--- src/rtl/mem_line_arbiter.sv ---
// mem_line_arbiter: arbitrates icache/dcache 256-bit line traffic onto a 4-beat banked memory port.
// Define MEM_ARB_RR_EN for round-robin tie-breaking; otherwise the dcache always wins ties.
module mem_line_arbiter #(
    parameter int LINE_W = 256,
    parameter int BEAT_W = 64
) (
    input  logic              clk,
    input  logic              rst,
    input  logic [31:0]       i_addr,
    input  logic              i_read,
    output logic [LINE_W-1:0] i_rdata,
    output logic              i_resp,
    input  logic [31:0]       d_addr,
    input  logic              d_read,
    input  logic              d_write,
    input  logic [LINE_W-1:0] d_wdata,
    output logic [LINE_W-1:0] d_rdata,
    output logic              d_resp,
    output logic [31:0]       bmem_addr,
    output logic              bmem_read,
    output logic              bmem_write,
    output logic [BEAT_W-1:0] bmem_wdata,
    input  logic              bmem_ready,
    input  logic [BEAT_W-1:0] bmem_rdata,
    input  logic              bmem_rvalid
);
    typedef enum logic [2:0] {IDLE, RD_CMD, RD_DATA, WR_DATA, RESP} state_t;
    state_t state;
    logic [1:0] k, kn;
    logic [LINE_W-1:0] line;
    logic d_req, gnt_d, own_d;
    logic unused_addr_bits;
    assign unused_addr_bits = ^{i_addr[4:0], d_addr[4:0]};
    assign d_req = d_read | d_write;
    assign kn = k + 2'd1;
    assign i_rdata = line;
    assign d_rdata = line;
`ifdef MEM_ARB_RR_EN
    logic last_d;
    // On a tie the requester that was not granted last goes first.
    assign gnt_d = d_req & (~i_read | ~last_d);
    always_ff @(posedge clk or posedge rst) begin
        if (rst)
            last_d <= 1'b1;
        else if (state == IDLE && (i_read || d_req))
            last_d <= gnt_d;
    end
`else
    assign gnt_d = d_req;
`endif
    always_ff @(posedge clk or posedge rst) begin
        if (rst) begin
            state      <= IDLE;
            k          <= '0;
            own_d      <= 1'b0;
            line       <= '0;
            bmem_addr  <= '0;
            bmem_read  <= 1'b0;
            bmem_write <= 1'b0;
            bmem_wdata <= '0;
            i_resp     <= 1'b0;
            d_resp     <= 1'b0;
        end else begin
            i_resp <= 1'b0;
            d_resp <= 1'b0;
            case (state)
                IDLE: if (i_read || d_req) begin
                    own_d     <= gnt_d;
                    bmem_addr <= {gnt_d ? d_addr[31:5] : i_addr[31:5], 5'b0};
                    k         <= '0;
                    // A simultaneous d_read/d_write is treated as a write.
                    if (gnt_d && d_write) begin
                        line       <= d_wdata;
                        bmem_write <= 1'b1;
                        bmem_wdata <= d_wdata[BEAT_W-1:0];
                        state      <= WR_DATA;
                    end else begin
                        bmem_read <= 1'b1;
                        state     <= RD_CMD;
                    end
                end
                RD_CMD: if (bmem_ready) begin
                    bmem_read <= 1'b0;
                    state     <= RD_DATA;
                end
                RD_DATA: if (bmem_rvalid) begin
                    line[int'(k)*BEAT_W +: BEAT_W] <= bmem_rdata;
                    k <= kn;
                    if (k == 2'd3) begin
                        state  <= RESP;
                        i_resp <= ~own_d;
                        d_resp <= own_d;
                    end
                end
                WR_DATA: if (bmem_ready) begin
                    k          <= kn;
                    bmem_wdata <= line[int'(kn)*BEAT_W +: BEAT_W];
                    if (k == 2'd3) begin
                        bmem_write <= 1'b0;
                        state      <= RESP;
                        i_resp     <= ~own_d;
                        d_resp     <= own_d;
                    end
                end
                RESP: state <= IDLE;
                default: state <= IDLE;
            endcase
        end
    end
endmodule

--- config.mk ---
export PLATFORM = sky130hd
export DESIGN_NAME = mem_line_arbiter
export DESIGN_NICKNAME = d
export VERILOG_FILES = /design/src/rtl/mem_line_arbiter.sv
export SDC_FILE = /design/constraint.sdc
export NUM_CORES = 1
export LEC_CHECK = 0
export ABC_AREA = 1
export CAP_MARGIN = 20
export CELL_PAD_IN_SITES_DETAIL_PLACEMENT = 1
export CELL_PAD_IN_SITES_GLOBAL_PLACEMENT = 2
export CORE_AREA = 2 2 392 394
export CTS_BUF_LIST = sky130_fd_sc_hd__clkbuf_16
export DETAILED_ROUTE_END_ITERATION = 10
export DIE_AREA = 0 0 394 396
export PLACE_DENSITY_LB_ADDON = 0.15
export SETUP_SLACK_MARGIN = 0.5
export SKIP_CTS_REPAIR_TIMING = 1
export SLEW_MARGIN = 20
export SYNTH_ARGS = -nofsm -noshare
export SYNTH_HDL_FRONTEND = slang
export SYNTH_SLANG_ARGS = --single-unit
--- constraint.sdc ---
create_clock -name clk -period 14.5 [get_ports clk]
set_input_delay 1.45 -clock clk [delete_from_list [all_inputs] [get_ports clk]]
set_output_delay 1.45 -clock clk [all_outputs]
set_load 0.02 [all_outputs]
**Word-level counts from Yosys, hierarchy flattened**

Index checks and enable logic that the tools add are counted.

- Reductions and logical operators: 14
- Multiplexer cells: 38
- Equality and inequality tests: 11
- Shift-type cells: 3
- Add/subtract/negate cells: 2
- Bitwise operators: 2

Operators by type and width:

| operator | number |
|---|---|
| 256-bit 2-to-1 mux | 3 |
| 256-bit one-hot mux with 2 select lines | 1 |
| 256-bit bitwise mux | 1 |
| 64-bit by 33-bit variable shift with 256-bit output (first input constant) | 1 |
| 256-bit by 9-bit variable part select with 64-bit output | 1 |
| 64-bit by 33-bit variable part select with 256-bit output | 1 |
| 64-bit 2-to-1 mux | 3 |
| 64-bit one-hot mux with 2 select lines | 1 |
| 8-bit negator with 33-bit output | 1 |
| 27-bit 2-to-1 mux | 1 |
| 4-bit AND reduction | 5 |
| 3-bit 2-to-1 mux | 5 |
| 2-bit inequality test (second input constant) | 7 |
| 1-bit 2-to-1 mux | 13 |
| 3-bit one-hot mux with 4 select lines | 1 |
| 2-bit 2-to-1 mux | 4 |
| 1-bit one-hot mux with 2 select lines | 4 |
| 3-bit by 2-bit == test with 1-bit output (second input constant) | 2 |
| 2-bit one-hot mux with 3 select lines | 1 |
| 2-bit nonzero test | 3 |
| 5-bit AND reduction | 1 |
| 3-bit by 1-bit == test with 1-bit output (second input constant) | 1 |
| 3-bit zero test | 1 |
| 3-bit nonzero test | 1 |
| 7 further kinds | 7 |

- Bits in registers: 357
- Word-level logic and storage cells: 80
- Input port bits: 391
- Output and inout port bits: 612

**Depth between registers and ports, before layout**

Gate-level depths: netlist (run 1).

- Depth after elaboration: 5
- Gate-level depth with buffers: 13
- Mapped depth without buffers: 9

**Worst setup path before layout (run 1)**

OpenSTA, ideal clock, no wires.

- Kind: input -> register
- Start point: input d_read
- End point: register bmem_wdata[0]
- Buffers on the path: 3
- Stages on the path: 10
- Setup time: 0.116 ns
- Data required time: 14.384 ns
- Setup slack: 11.934 ns
- Arrival time: 2.449 ns
- Cell sequence: buf_2 -> nor2_1 -> nand2_1 -> nor2_1 -> nor2_1 -> nand2_1 -> buf_4 -> buf_6 -> nand2_1 -> nand2_1

- Word-level cells in the longest chain between the ends: 4
- Elaborated cells on any way between the ends: 6
- Classes of those cells: eq/ne (2); bitwise (1); reduce/logical (3)

Ends and longest elaborated chain:

| item | line | source |
|---|---|---|
| start: declaration | 14 | `input logic d_read,` |
| 1-bit OR (*) | 34 | `assign d_req = d_read \| d_write;` |
| 1-bit logical AND or 1-bit logical OR (tied branches) | 72, 67 |  |
| 2-bit inequality test (no line) | - |  |
| 4-bit AND reduction (no line) (*) | - |  |
| end signal: assignment | 75 | `bmem_wdata <= d_wdata[BEAT_W-1:0];` |
| end signal: assignment | 97 | `bmem_wdata <= line[int'(kn)*BEAT_W +: BEAT_W];` |
| end: declaration | 22 | `output logic [BEAT_W-1:0] bmem_wdata,` |

Mark *: on every way between the ends. The rest lies on a longest branch, timed or not.
A chain may end at the register's enable or synchronous reset.

**Worst setup path in the final report (run 1)**

- Start point: register k[0]
- End point: register line[156], in the netlist d_rdata[156]

- Word-level cells in the longest chain between the ends: 5
- Elaborated cells on any way between the ends: 6
- Classes of those cells: add/sub (1); shift (2); mux (3)

Ends and longest elaborated chain:

| item | line | source |
|---|---|---|
| start: declaration | 29 | `logic [1:0] k, kn;` |
| start signal: assignment | 88 | `k <= kn;` |
| start signal: assignment | 96 | `k <= kn;` |
| 8-bit negator with 33-bit output (*) | 87 | `line[int'(k)*BEAT_W +: BEAT_W] <= bmem_rdata;` |
| 64-bit by 33-bit variable part select with 256-bit output or 64-bit by 33-bit variable shift with 256-bit output (tied branches) | 87 |  |
| 256-bit bitwise mux (*) | 87 |  |
| 256-bit 2-to-1 mux (*) | 86 | `RD_DATA: if (bmem_rvalid) begin` |
| 256-bit one-hot mux with 2 select lines (*) | 66 | `case (state)` |
| end signal: assignment | 73 | `line <= d_wdata;` |
| end signal: indexed assignment | 87 |  |
| end: declaration | 30 | `logic [LINE_W-1:0] line;` |

Mark *: on every way between the ends. The rest lies on a longest branch, timed or not. The select of a mux whose other input is x is not followed.

==> impl_metrics.json, run 1 <==
{
  "layout.nets": 4351,
  "postSynthCellCount": 3327,
  "syn_avg_cell_area_sq_um": 6.675,
  "ir_drop_v": 0.0001239,
  "drtIter0Drc": 1359,
  "cpMostUsedCell": "nand2_1",
  "grt_max_degree": 123,
  "antenna_found_initial": 42,
  "rsz0062_at_grt": "false",
  "track_usage_pct": 20.39,
  "cp-end-kind": "register",
  "drc_errors": 0,
  "multiInputGateArea_sq_um": 10010,
  "dp.cells": 5929,
  "synth_edf_count": 0,
  "p_per_area_nw_per_um2": 265.1,
  "yosysSeqAreaShare_pct": 40.23,
  "gr-total-overflow": 0,
  "dp_hpwl_um": 114800,
  "finalSetupTns_ns": 0,
  "die_w_um": 394,
  "maxSlewHeadroom_pct": 32.07,
  "holdWs_ns": 0.4716,
  "mostFrequentLayoutCell": "nand2_1",
  "yosysWarnings": 0,
  "worst_slack_ns": 9.477,
  "placed_cell_area_sq_um": 32050,
  "worstSetupPathType": "reg -> reg",
  "wire_per_inst_um": 27.15,
  "clock_latency_ns": 0.64,
  "num_rows": 143,
  "viasPerCell": 4.014,
  "core_sq_um": 151500,
  "cts_root_buffer": "clkbuf_16",
  "n_fill_cell": 18388,
  "drt-total-wl_um": 164100,
  "vias": 24261,
  "status": "finished, final reports clean",
  "drive_gt1_share_pct": 3.501,
  "max_cap_violations": 0,
  "htreeDepth": 2,
  "synthFlopType": "dfrtp_1",
  "grt_pass1_vias": 25735,
  "cts_sinks": 357,
  "die_y_um": 396,
  "crit_path_max_fanout": 79,
  "worst_slew_pin_slew_ns": 1.019,
  "mostFrequentLayoutCells": "nand2_1 (1842), clkdlybuf4s50_1 (987), dfrtp_1 (356)",
  "hold_viol_final": 0,
  "numCtsBuffers": 54,
  "tritoncts": "built",
  "p_leak_nw": 15.59,
  "place_congestion": 0.7603,
  "clkTransAtPathRegs_ns": 0.06,
  "synth_area_sq_um": 22210,
  "fmax_mhz": 199.1,
  "yosysUniqueCellTypes": 28,
  "p_total_mw": 8.933,
  "stdcell_count": 6044,
  "utilization_pct": 22.24,
  "cp_slowest_stage_delay_ns": 0.90,
  "fin_crit_ns": 5.023,
  "fin_skew_ns": 0.01052,
  "critPathSlowestCell": "ha_4",
  "design.die.area_sq_um": 156000,
  "dp_worst_setup_slack_ns": 8.817,
  "fin_area_sq_um": 33700,
  "ios": 1003,
  "crit_chain": "inv_6, ha_4, buf_4, nand2_1, nor2_1, nand3_4, buf_4, o21ai_0, nand2_1, nand2_1",
  "portBuffers": 987,
  "start_kind": "register",
  "fin_crit_sh_pct": 34.64,
  "async_flop_share_pct": 100.0,
  "setup_viol": 0,
  "dr.pass1.iters": 5,
  "grt_first_pass_wirelength_um": 222800,
  "required_ns": 15.08,
  "ff_latch_area_sq_um": 8937,
  "antenna_left": 0,
  "area_growth_pct": 51.75,
  "crit_arrival_ns": 5.60,
  "cts.path.max_buffers": 3,
  "drv_slew": 0,
  "holdCritPathClass": "reg -> reg",
  "initial_core_util_pct": 14.65,
  "synth-seq-cells": 357
}
## worst max-delay path, delay by kind of cell, from the launching register on
family          cells  cell delay (ns)
buf+inv             3             1.71
simple gates        5             1.10
fa+ha+maj           1             0.90
flops               1             0.83
compound gates      1             0.28
## final timing paths
kind                                    from                          to  slack (ns)  cells past startpoint
max in group asynchronous                rst     d_rdata[91]$_DFFE_PP0P_       10.89                      4
setup reg to reg            k[0]$_DFFE_PP0P_    d_rdata[156]$_DFFE_PP0P_        9.48                     10
min in group asynchronous                rst  bmem_wdata[52]$_DFFE_PP0P_        1.25                      2
hold reg to reg            own_d$_DFFE_PP0P_            i_resp$_DFF_PP0_        0.47                      1
setup / recovery            k[0]$_DFFE_PP0P_    d_rdata[156]$_DFFE_PP0P_        9.48                     10
hold / removal             own_d$_DFFE_PP0P_            i_resp$_DFF_PP0_        0.47                      1
## area by class of cell
cell class / count / share of cell area (%)
multi-input cells: 2430 / 29.72
repair buffers: 1029 / 30.33
clock inverters: 45 / 0.7092
well taps: 2030 / 7.537
flip-flops and latches: 357 / 26.52
diodes: 15 / 0.1114
inverters: 83 / 0.9913
clock buffers: 55 / 4.084
## Yosys cell counts (2+ instances only)
cell         n  share of area (%)
inv_2        2              0.034
clkbuf_1    66                1.1
inv_1       79                1.3
buf_1        8               0.14
nor2_4       2               0.10
nand2_1   1843                 31
a31oi_1     27               0.76
buf_2       88                2.0
buf_4      269                9.1
dfrtp_1    357                 40
o21ai_2      4               0.16
buf_6       30                1.5
nand2_2      2              0.056
nand3_1    197                4.4
nand4_1      2              0.056
nor2_8       4               0.36
nor3_1       3              0.068
o21ai_0    226                5.1
nor2_1     105                1.8
ha_1         5               0.28
## power breakdown
| part | switching (mW) | total (mW) | internal (mW) | leakage, nW |
|---|---|---|---|---|
| combinational | 3.47 | 5.45 | 1.98 | 10.3 |
| clock | 0.570 | 1.28 | 0.713 | 0.868 |
| sequential | 0.737 | 2.20 | 1.46 | 4.45 |
## layer usage
metal,share of wire [%],vias up,routed length (um),GRT usage (%)
li1,-,11345,-,-
met2,48,827,78790,35.00
met5,0.17,-,285,0
met4,2.6,42,4228,5.364
met3,6.7,191,10960,5.569
met1,43,11856,69820,25.01
## cells by family (layout without fill, tap and decap cells)
| group | count (synthesis) | after routing | share of synthesized area, % |
|---|---|---|---|
| adder cells (fa/ha/maj) | 5 | 5 | 0.2817 |
| buffers and inverters | 544 | 1212 | 15.26 |
| AND/OR/NAND/NOR | 2161 | 2161 | 38.14 |
| flip-flops | 357 | 357 | 40.23 |
| AO/OA/AOI/OAI | 259 | 259 | 6.068 |
| other | 1 | 20 | 0.01689 |
## registers in the layout, summed over array words and instances, names as in the netlist
register	flops
state	3
k	2
bmem_write	1
i_resp	1
d_rdata	256
own_d	1
bmem_addr	27
d_resp	1
bmem_wdata	64
bmem_read	1
(Power assumes the default switching activity.)
==> run 2, diff against run 1 <==
Settings changed: CORE_AREA 2 2 392 394 to 2 2 388 390, DIE_AREA 0 0 394 396 to 0 0 390 392.
Clock period 14.5 ns to 4.5 ns, I/O delays scaled along.
==> run 2 against run 1 <==
Effect of this change:
- power rose to 3.2 times the previous value
- combinational power rose to 3.3 times the previous value
- via count up 0.27%
- register-to-register slack worse by 7.9 ns
- die area down 2.0%
==> impl_metrics.json, run 2 (synthesis gave the netlist of run 1 again) <==
{
  "cp-end-kind": "register",
  "initial_core_util_pct": 14.91,
  "worstSetupPathType": "reg -> reg",
  "drv_slew": 0,
  "ir_drop_v": 0.0004727,
  "p_leak_nw": 15.70,
  "p_per_area_nw_per_um2": 853.0,
  "antenna_left": 0,
  "setup_viol": 0,
  "fin_crit_sh_pct": 63.92,
  "cpMostUsedCell": "nand2_1",
  "required_ns": 5.09,
  "crit_buf_inv": 1,
  "die_w_um": 390,
  "fmax_mhz": 347.7,
  "n_fill_cell": 17991,
  "drc_errors": 0,
  "viasPerCell": 4.079,
  "mostFrequentLayoutCell": "nand2_1",
  "cts_sinks": 357,
  "critPathSlowestCell": "o21ai_0",
  "fin_crit_ns": 2.876,
  "antenna_found_initial": 36,
  "gr-total-overflow": 0,
  "die_y_um": 392,
  "num_rows": 142,
  "largest_reg_flops": 256,
  "rsz0062_at_grt": "false",
  "fin_skew_ns": 0.04093,
  "ff_latch_area_sq_um": 8937,
  "dp_worst_setup_slack_ns": 1.233,
  "grt_pass1_vias": 25524,
  "wire_per_inst_um": 27.80,
  "clkTransAtPathRegs_ns": 0.06,
  "track_usage_pct": 21.04,
  "start_kind": "register",
  "portBuffers": 987,
  "mostFrequentLayoutCells": "nand2_1 (1842), clkdlybuf4s50_1 (987), dfrtp_1 (356)",
  "area_growth_pct": 52.32,
  "crit_arrival_ns": 3.47,
  "multiInputGateArea_sq_um": 10010,
  "cp_slowest_stage_delay_ns": 0.67,
  "vias": 24326,
  "dp_hpwl_um": 118700,
  "dr.pass1.iters": 4,
  "numCtsBuffers": 54,
  "grt_max_degree": 142,
  "clock_latency_ns": 0.67,
  "layout.nets": 4376,
  "place_congestion": 0.7716,
  "crit_family": "simple AND/OR/NAND/NOR gates",
  "ios": 1003,
  "drtIter0Drc": 1169,
  "worst_slew_pin_slew_ns": 1.074,
  "grt_first_pass_wirelength_um": 223100,
  "hold_viol_final": 0,
  "htreeDepth": 2,
  "drive_gt1_share_pct": 3.864,
  "core_sq_um": 148900,
  "cts.path.max_buffers": 3,
  "maxSlewHeadroom_pct": 28.42,
  "cts_root_buffer": "clkbuf_16",
  "crit_chain": "buf_4, ha_1, nand3_4, o21ai_0, nand2_1, nand2_1",
  "status": "finished, final reports clean",
  "p_total_mw": 28.85,
  "crit_path_max_fanout": 38,
  "worst_slack_ns": 1.624,
  "tritoncts": "built",
  "design.die.area_sq_um": 152900,
  "max_cap_violations": 0,
  "holdCritPathClass": "in -> async",
  "drt-total-wl_um": 165800
}
## run 2: final timing paths
| check | from | to | slack [ns] | cells past startpoint |
|---|---|---|---|---|
| min | rst | d_rdata[78]$_DFFE_PP0P_ | 0.26 | 2 |
| max | k[0]$_DFFE_PP0P_ | d_rdata[229]$_DFFE_PP0P_ | 1.62 | 6 |
| min in group clk | i_addr[18] | bmem_addr[18]$_DFFE_PP0P_ | 0.36 | 3 |
| min reg2reg | bmem_wdata[33]$_DFFE_PP0P_ | bmem_wdata[33]$_DFFE_PP0P_ | 0.48 | 2 |
| max in group asynchronous | rst | d_rdata[115]$_DFFE_PP0P_ | 3.22 | 3 |
| max reg2reg | k[0]$_DFFE_PP0P_ | d_rdata[229]$_DFFE_PP0P_ | 1.62 | 6 |
## run 2: area by class of cell
cell class	instances	area share [%]
clock inverter	32	0.4587
clock buffer	55	4.069
multi-input combinational	2430	29.61
inverter	83	0.9766
sequential	357	26.42
antenna	8	0.05919
timing repair buffer	1054	31.21
tap	1944	7.191
## run 2: through the flow
stage	hold WS, ns	utilization, %	instances	instance area [sq um]	setup TNS (ns)
global placement	0.4597	21.68	5868	32270	0
detailed placement	0.4661	21.68	5868	32270	0
finish	0.2647	22.72	5963	33820	0
CTS	0.2594	22.70	5955	33800	0
floorplan	0.4246	-	3331	22230	-262.15
global route	0.2757	22.71	5958	33810	0
## run 2: routing by layer
layer  track usage [%]  up-vias  share of wire [%]
li1                  -    11378                  -
met1             25.74    12035                 42
met4             3.812       34                1.6
met2             37.23      729                 49
met3             5.369      150                6.3
met5                 0        -               0.15
## run 2: report_power, final
part,switching (mW),internal (mW)
sequential,2.37,4.72
combinational,11.2,6.51
clock,1.80,2.22
total,15.4,13.4
==> run 3, diff against run 2 <==
Clock period 4.5 ns to 2.55 ns, I/O delays scaled along.
==> run 3 against run 2 <==
Effect of this change:
- core utilization is 1.9 points higher
- via count is 3.0% higher
- combinational power is 98% higher
- clock power is 87% higher
- first-iteration DRC count is 8.9% higher
- critical path depth is 3 higher
- largest power group unchanged
==> impl_metrics.json, run 3 (synthesis gave the netlist of run 1 again) <==
{
  "status": "finished, final reports clean",
  "crit_chain": "clkinv_8, ha_4, inv_8, buf_4, nand3_4, buf_12, o21ai_0, nand2_1, nand2_1",
  "dp_worst_setup_slack_ns": 0.2759,
  "htreeDepth": 2,
  "numCtsBuffers": 55,
  "track_usage_pct": 20.76,
  "cts_sinks": 357,
  "p_per_area_nw_per_um2": 1504,
  "core_sq_um": 148900,
  "layout.nets": 4469,
  "crit_arrival_ns": 2.61,
  "max_cap_violations": 0,
  "die_y_um": 392,
  "portBuffers": 987,
  "dr.pass1.iters": 5,
  "grt_first_pass_wirelength_um": 220300,
  "drt-total-wl_um": 176000,
  "worst_slew_pin_slew_ns": 0.7301,
  "n_fill_cell": 17780,
  "num_rows": 142,
  "start_kind": "register",
  "ios": 1003,
  "design.die.area_sq_um": 152900,
  "mostFrequentLayoutCell": "nand2_1",
  "fin_skew_ns": 0.02209,
  "cp_slowest_stage_delay_ns": 0.47,
  "largest_reg_flops": 256,
  "drive_gt1_share_pct": 8.238,
  "antenna_left": 0,
  "maxSlewHeadroom_pct": 51.33,
  "mostFrequentLayoutCells": "nand2_1 (1838), clkdlybuf4s50_1 (641), dlymetal6s2s_1 (346)",
  "grt_pass1_vias": 26207,
  "viasPerCell": 4.122,
  "grt_max_degree": 130,
  "cp-end-kind": "register",
  "antenna_found_initial": 53,
  "fin_crit_sh_pct": 81.33,
  "stdcell_count": 6075,
  "required_ns": 3.08,
  "dp.cells": 5905,
  "crit_start": "k[0]$_DFFE_PP0P_",
  "hold_viol_final": 0,
  "die_w_um": 390,
  "initial_core_util_pct": 14.91,
  "crit_path_max_fanout": 47,
  "cts.path.max_buffers": 3,
  "cts_root_buffer": "clkbuf_16",
  "r2r_cells": 9,
  "area_growth_pct": 65.30,
  "drtIter0Drc": 1273,
  "p_leak_nw": 20.98,
  "critPathSlowestCell": "dfrtp_4",
  "place_congestion": 0.7690,
  "dp_hpwl_um": 117400,
  "clock_latency_ns": 0.65,
  "fin_crit_ns": 2.074,
  "ir_drop_v": 0.0008783,
  "cpMostUsedCell": "nand2_1",
  "crit_end": "d_rdata[207]$_DFFE_PP0P_",
  "rrSetupSlack_ns": 0.48,
  "holdCritPathClass": "in -> async",
  "wire_per_inst_um": 28.98,
  "vias": 25044,
  "drv_slew": 0,
  "drc_errors": 0,
  "gr-total-overflow": 0,
  "multiInputGateArea_sq_um": 10240,
  "worstSetupPathType": "reg -> reg",
  "clkTransAtPathRegs_ns": 0.06,
  "worst_slack_ns": 0.4760,
  "rsz0062_at_grt": "true",
  "setup_viol": 0,
  "tritoncts": "built",
  "reg2reg_to": "d_rdata[207]$_DFFE_PP0P_",
  "r2r_start": "k[0]$_DFFE_PP0P_",
  "ff_latch_area_sq_um": 8987,
  "fmax_mhz": 482.2
}
## run 3: cell count changes in the layout (fill, tap and decap cells not counted), moves of 16 or more
cell             before  now
nor2_2                1   17
nor2_4                3   23
buf_4                53   76
dlymetal6s2s_1        0  346
dfrtp_2               0   40
dfrtp_1             356  316
clkdlybuf4s50_1     987  641
nor2_1              103   67
buf_12               14   56
## run 3: worst min path at each step
stage                                       from  slack [ns]                    endpoint
final                                        rst        0.06     d_rdata[73]$_DFFE_PP0P_
after global routing                         rst        0.06  bmem_wdata[10]$_DFFE_PP0P_
after CTS                                    rst        0.02  bmem_wdata[10]$_DFFE_PP0P_
after detailed placement  bmem_write$_DFFE_PP0P_        0.46      bmem_write$_DFFE_PP0P_
after global placement         own_d$_DFFE_PP0P_        0.46            i_resp$_DFF_PP0_
after floorplan                       bmem_ready        0.36       bmem_read$_DFFE_PP0P_
## run 3: critical path, delay by kind of cell, from the launching register on
family / cells / cell delay [ns]
AND/OR/NAND/NOR: 3 / 0.26
flip-flops: 1 / 0.47
adder cells (fa/ha/maj): 1 / 0.35
buffers and inverters: 4 / 0.57
AO/OA/AOI/OAI: 1 / 0.25
## run 3: area by class of cell
cell class	instances	share of cell area [%]
repair buffers	1146	35.39
flip-flops and latches	357	24.48
multi-input cells	2430	27.90
clock buffers	57	3.886
diodes	16	0.1091
well taps	1944	6.626
inverters	83	0.9340
clock inverters	42	0.6715
## run 3: through the flow
step	hold WS [ns]	util, %	TNS (ns)	power (mW)	cell area, sq um
5_1_grt	0.05764	24.63	0	58.56	36680
3_3_place_gp	0.4585	22.21	0	45.68	33070
2_1_floorplan	0.3620	-	-888.69	28.83	22340
4_1_cts	0.02049	23.33	0	53.58	34740
6_report	0.06169	24.65	0	55.19	36710
3_5_place_dp	0.4609	22.21	0	45.81	33070
## run 3: where the power goes
| group | switching, mW | internal (mW) |
|---|---|---|
| Clock | 3.21 | 4.27 |
| Sequential | 4.07 | 8.39 |
| Combinational | 21.9 | 13.4 |
| Total | 29.1 | 26.0 |
## run 3: layer usage
| metal | GRT usage (%) | up-vias | part of all wire (%) |
|---|---|---|---|
| li1 | - | 11587 | - |
| met1 | 25.04 | 12350 | 42 |
| met2 | 36.42 | 857 | 49 |
| met3 | 5.559 | 196 | 6.8 |
| met4 | 5.005 | 54 | 2.2 |
| met5 | 0 | - | 0.19 |
